File: src/rtl/pixel_write_engine.sv
// pixel_write_engine: command FIFO feeding a pixel / rectangle-fill writer for a pixel buffer.
// Define PIXEL_WRITE_ENGINE_RECT_FILL_EN to enable rectangle fill; otherwise fills act as single pixels.
module pixel_write_engine #(
    parameter int ADDR_W     = 15,
    parameter int DATA_W     = 4,
    parameter int FB_W       = 160,
    parameter int FB_H       = 120,
    parameter int FIFO_DEPTH = 4,
    parameter int X_W        = 8,
    parameter int Y_W        = 7
) (
    input  logic                          clk_clk,
    input  logic                          reset_reset,
    input  logic                          cmd_valid,
    output logic                          cmd_ready,
    input  logic                          cmd_op,
    input  logic [X_W-1:0]                cmd_x,
    input  logic [Y_W-1:0]                cmd_y,
    input  logic [X_W-1:0]                cmd_w,
    input  logic [Y_W-1:0]                cmd_h,
    input  logic [DATA_W-1:0]             cmd_color,
    output logic [ADDR_W-1:0]             pb_adr_export,
    output logic [DATA_W-1:0]             pb_data_export,
    output logic                          pbuff_wren_export,
    output logic                          busy,
    output logic [$clog2(FIFO_DEPTH):0]   fifo_level
);
    localparam int AW = $clog2(FIFO_DEPTH);
    localparam int LW = AW + 1;
    typedef struct packed {
        logic              op;
        logic [X_W-1:0]    x;
        logic [Y_W-1:0]    y;
        logic [X_W-1:0]    w;
        logic [Y_W-1:0]    h;
        logic [DATA_W-1:0] color;
    } cmd_t;
    typedef enum logic [1:0] {IDLE, LOAD, WRITE, FILL} state_t;
    state_t state, state_n;
    cmd_t fifo [FIFO_DEPTH];
    cmd_t cmd_in, head;
    logic [AW-1:0] rd, wr;
    logic push, pop, emit;
    logic [X_W:0] ex;
    logic [Y_W:0] ey;
    logic [DATA_W-1:0] color;
    assign cmd_in = '{cmd_op, cmd_x, cmd_y, cmd_w, cmd_h, cmd_color};
    assign head = fifo[rd];
    assign cmd_ready = fifo_level != LW'(FIFO_DEPTH);
    assign busy = fifo_level != '0 || state != IDLE;
    assign push = cmd_valid && cmd_ready;
    assign pop = state == LOAD;
`ifdef PIXEL_WRITE_ENGINE_RECT_FILL_EN
    cmd_t cur;
    logic [X_W-1:0] i, i_n;
    logic [Y_W-1:0] j, j_n;
    logic unused_op;
    assign unused_op = cur.op;
    assign color = state == LOAD ? head.color : cur.color;
    always_ff @(posedge clk_clk) begin
        i <= i_n;
        j <= j_n;
        if (state == LOAD) cur <= head;
    end
`else
    logic unused_fill;
    assign unused_fill = ^{head.op, head.w, head.h};
    assign color = head.color;
`endif
    always_ff @(posedge clk_clk) begin
        if (push && !reset_reset) fifo[wr] <= cmd_in;
    end
    always_ff @(posedge clk_clk) begin
        if (reset_reset) begin
            rd <= '0;
            wr <= '0;
            fifo_level <= '0;
        end else begin
            if (push) wr <= wr + AW'(1);
            if (pop) rd <= rd + AW'(1);
            fifo_level <= fifo_level + LW'(push) - LW'(pop);
        end
    end
    // ex/ey carry one extra bit so coordinates past the field width clip instead of wrapping.
    always_comb begin
        state_n = state;
        emit = 1'b0;
        ex = {1'b0, head.x};
        ey = {1'b0, head.y};
`ifdef PIXEL_WRITE_ENGINE_RECT_FILL_EN
        i_n = i;
        j_n = j;
`endif
        case (state)
            IDLE: state_n = fifo_level != '0 ? LOAD : IDLE;
            LOAD: begin
`ifdef PIXEL_WRITE_ENGINE_RECT_FILL_EN
                i_n = '0;
                j_n = '0;
                emit = !head.op || (head.w != '0 && head.h != '0);
                state_n = !emit ? IDLE : head.op ? FILL : WRITE;
`else
                emit = 1'b1;
                state_n = WRITE;
`endif
            end
            WRITE: state_n = fifo_level != '0 ? LOAD : IDLE;
`ifdef PIXEL_WRITE_ENGINE_RECT_FILL_EN
            FILL: begin
                if (i + X_W'(1) != cur.w) i_n = i + X_W'(1);
                else if (j + Y_W'(1) != cur.h) begin
                    i_n = '0;
                    j_n = j + Y_W'(1);
                end else state_n = fifo_level != '0 ? LOAD : IDLE;
                emit = state_n == FILL;
                ex = {1'b0, cur.x} + {1'b0, i_n};
                ey = {1'b0, cur.y} + {1'b0, j_n};
            end
`endif
            default: state_n = IDLE;
        endcase
    end
    always_ff @(posedge clk_clk) begin
        if (reset_reset) begin
            state <= IDLE;
            pbuff_wren_export <= 1'b0;
            pb_adr_export <= '0;
            pb_data_export <= '0;
        end else begin
            state <= state_n;
            pbuff_wren_export <= emit && int'(ex) < FB_W && int'(ey) < FB_H;
            if (emit) begin
                pb_adr_export <= ADDR_W'(ey) * ADDR_W'(FB_W) + ADDR_W'(ex);
                pb_data_export <= color;
            end
        end
    end
endmodule

File: config.mk
export PLATFORM = sky130hd
export DESIGN_NAME = pixel_write_engine
export DESIGN_NICKNAME = d
export VERILOG_FILES = /design/src/rtl/pixel_write_engine.sv
export SDC_FILE = /design/constraint.sdc
export NUM_CORES = 1
export LEC_CHECK = 0
export ABC_AREA = 1
export BUFFER_PORTS_ARGS = -buffer_cell sky130_fd_sc_hd__clkbuf_2
export CAP_MARGIN = 10
export CORE_ASPECT_RATIO = 1.2
export CORE_UTILIZATION = 55
export CTS_BUF_LIST = sky130_fd_sc_hd__clkbuf_2 sky130_fd_sc_hd__clkbuf_4 sky130_fd_sc_hd__clkbuf_8
export DETAILED_ROUTE_END_ITERATION = 6
export PLACE_DENSITY = 0.88
export SYNTH_ARGS = -nofsm -noshare
export SYNTH_HDL_FRONTEND = slang
export SYNTH_SLANG_ARGS = --single-unit
export TNS_END_PERCENT = 10
File: constraint.sdc
create_clock -name clk_clk -period 6.9 [get_ports clk_clk]
set_input_delay 1.38 -clock clk_clk [delete_from_list [all_inputs] [get_ports clk_clk]]
set_output_delay 1.38 -clock clk_clk [all_outputs]
set_load 0.02 [all_outputs]
==> summary.md <==
| Metric | Value |
|---|---|
| Synth Area in Adders | `6.40%` |
| DRC Markers | `0` |
| I/O pin count | `63` |
| Syn_area_per_cell | `about 10 um^2` |
| CP Launch Type | `flop` |
| Post-Synthesis Cells | `~450` |
| CP max FO | `22` |
| Synth Area in Simple Gates | `14.3%` |
| Post-synth top area cell | `edfxtp_1` |
| Clk slew on worst S/H paths | `110 ps` |
| Die ar. | `0.00883 mm^2` |
| Buf/Inv on CP | `3` |
| Arrival time at the worst endpoint | `roughly 4200 ps` |
| ANT cells | `0` |
| Layout cells sized above 1 | `around 15%` |
| Vias in the first global route | `3388` |
| Port bufs | `46` |
| Top post-synthesis cells by count | `nor2_1 (78), edfxtp_1 (76), nand2_1 (54)` |
| Global Route Usage Sum | `between 20% and 30%` |
| Final setup fails | `0` |
| Min Clock Period, post-route | `3880 ps` |
| Sequential share of the synthesized area | `between 60% and 70%` |
| Sequential share of power | `about two fifths` |
| CP max stage cell | `dfxtp_1` |
| WP data required | `approximately 7200 ps` |
| Pwr/cell area | `about 420 mW/mm^2` |
| Clk Latency, worst-skew pair | `370 ps` |
| Core area | `0.00815 mm^2` |
| Maximum clock insertion buffer count | `2` |
| Cell count of the worst reg-to-reg path | `15` |
| CP max stage delay | `about 860 ps` |
| FMAX | `between 200 and 300 MHz` |
| Lkg Pwr | `around 2.2 nW` |
| Synthesis-to-finish area growth | `11.2%` |
| Post-DR wirelength/cell | `15.8 um` |
| Largest net degree at the start of global routing | `42` |
| Worst path depth | `15` |
| Final GP Congestion | `between 0.7 and 0.8` |
| Top cells by area, synth | `edfxtp_1 (49%), dfxtp_1 (13%), nor2_1 (6.3%)` |
| WL final | `9.69 mm` |
| First-pass GRT wire length | `about 15 mm` |
| Fillers | `approximately 590` |
| Final hold vios | `0` |
| Maximum VDD drop | `0.175 mV` |
| Setup TNS | `0 ps` |
| CP cell instances | `inv_1 -> a32oi_1 -> ha_1 -> ha_1 -> fa_1 -> nand2_1 -> inv_1 -> nor2_2 -> nand2_1 -> nor2_4 -> nand3_1 -> nand2_1 -> nand3_1 -> nand2_1 -> inv_1` |
| Library cells used by synthesis | `26` |
| Tot Pwr | `around 2.2 mW` |
| Post-CTS setup buffer count | `0` |
| Routed Antenna Nets | `0` |
| Mux cell area share after synthesis | `0%` |
| Slew Viols, Final | `0` |
| Chip Height | `between 100 and 150 um` |
| Hold_buf cts | `0` |
| # resized after CTS | `0` |
| Largest family of logic cells by synthesized area | `simple AND/OR/NAND/NOR gates` |
| Initial Util | `57.1%` |
| CTS sink count | `~110` |
| Initial detailed-routing violation count | `between 150 and 200` |
| Setup Skew | `16.9 ps` |
| Int Power | `1.24 mW` |
| CP most frequent cell | `nand2_1` |
| Relative slew slack | `a little under half` |
| Final HPWL DP | `6.23 mm` |
| Die width | `approximately 86 um` |
| Psw | `about 0.92 mW` |
| Hold crit path type | `flop to flop` |
| Clock share of power | `around 18%` |
| Main flop type after synthesis | `edfxtp_1` |
| Cell area after synthesis | `around 0.0047 mm^2` |
| Post-synth top area share | `between 40 and 50%` |
| CTS Buf Count | `9` |
| Gate power share | `44.1%` |
| CP Class | `flop to flop` |
| Cell with the most instances after synthesis | `nor2_1` |
| Number of synthesized register bits | `107` |
| Max-Cap Viols | `0` |
| Worst-Margin Slew | `809 ps` |
| Post-Syn Nets | `between 500 and 600` |
| Final period util | `roughly 56%` |
| Core Rows | `36` |
| Gr ovfl total | `0` |
| Drt first pass iters | `4` |
| Setup crit end kind | `flop` |
| Routed vias | `between 3000 and 4000` |
| Initial antenna violation count | `0` |
| Hold Crit Start | `state[0]` |
| Post-synth EDFFs | `between 70 and 80` |
| XOR/XNOR share of the synthesized area | `less than 1%` |
| Synth Warn # | `0` |
| CTS Root Cell | `clkbuf_8` |
| Synth Area in Compound Gates | `10.0%` |
| Layout Nets | `approximately 560` |
| Sw Share | `42.6%` |
| RSZ-0062 raised after global routing | `no` |
| H-tree depth | `3` |
| CTS tree | `done` |
| Ys async rst share | `0%` |
| Crit path max-delay family | `adder cells` |
| Hold Crit Depth | `1` |
| DR vias/cell | `5.51` |
| Status | `finished, final reports clean` |
[flip-flops by register name (all words and copies together), names as in the netlist, named ones only]
signal,count
fifo,76
pb_adr_export,15
pb_data_export,4
fifo_level,3
rd,2
state,2
wr,2
pbuff_wren_export,1
[layer usage]
metal	global-route usage (%)	vias to the layer above	share of wire [%]
met4	13.2	0	2.5
met5	0	-	0
met3	4.16	25	5.8
li1	-	1617	-
met1	25.1	1611	37
met2	41.8	138	54
[final timing paths]
path	endpoint	slack (ps)
hold / removal	state[0]	470
setup reg to reg	pb_adr_export[13]	3030
hold reg to reg	state[0]	470
setup / recovery	pb_adr_export[13]	3030
[cells by family after synthesis]
group	after synthesis
XOR/XNOR	5
AO/OA/AOI/OAI	88
buffers and inverters	63
flip-flops	107
adder cells (fa/ha/maj)	22
AND/OR/NAND/NOR	164
[area by class of cell]
type                            instances  area, um^2  share of cell area [%]
Clock buffer                            9         124                    2.39
Clock inverter                          7        78.8                    1.52
Inverter                               47         176                    3.41
Multi-Input combinational cell        279        1480                    28.5
Sequential cell                       107        2900                    56.1
Tap cell                              114         143                    2.76
Timing Repair Buffer                   52         275                    5.32
[placed cells by master, fill, tap and decap left out, drive strengths merged, types with 2 or more instances in the layout]
cell,instances
nor2,80
edfxtp,76
nand2,56
o21ai,55
clkbuf,55
inv,51
dfxtp,31
nand3,25
ha,19
a21oi,16
o22ai,15
buf,6
xor2,4
fa,3
clkinv,3
nor3,2
[power groups by stage]
stage,clock network [mW],logic [mW],registers [mW]
6_report,0.377,0.949,0.827
3_3_place_gp,0,0.878,0.836
4_1_cts,0.380,0.942,0.827
2_1_floorplan,0,0.651,0.891
3_5_place_dp,0,0.932,0.841
5_1_grt,0.405,1.08,0.836
[per-stage QoR]
step                      utilization [%]  hold slack, ps  worst slack [ps]  instances  cell area [um^2]
after floorplan                         -             426              3780        449              4650
after global routing                 63.5             496              2780        615              5180
after detailed placement             61.0             458              3090        599              4970
final                                63.5             466              3030        615              5180
after CTS                            63.5             472              3090        615              5180
after global placement               61.0             436              3200        599              4970
[worst register-to-register path, cell delays in order (launching register included)]
cell	delay, ps
dfxtp_1	860
inv_1	550
a32oi_1	520
ha_1	320
ha_1	250
fa_1	420
nand2_1	120
inv_1	50
nor2_2	120
nand2_1	110
nor2_4	110
nand3_1	90
nand2_1	80
nand3_1	80
nand2_1	70
inv_1	30
(Power assumes the default switching activity.)
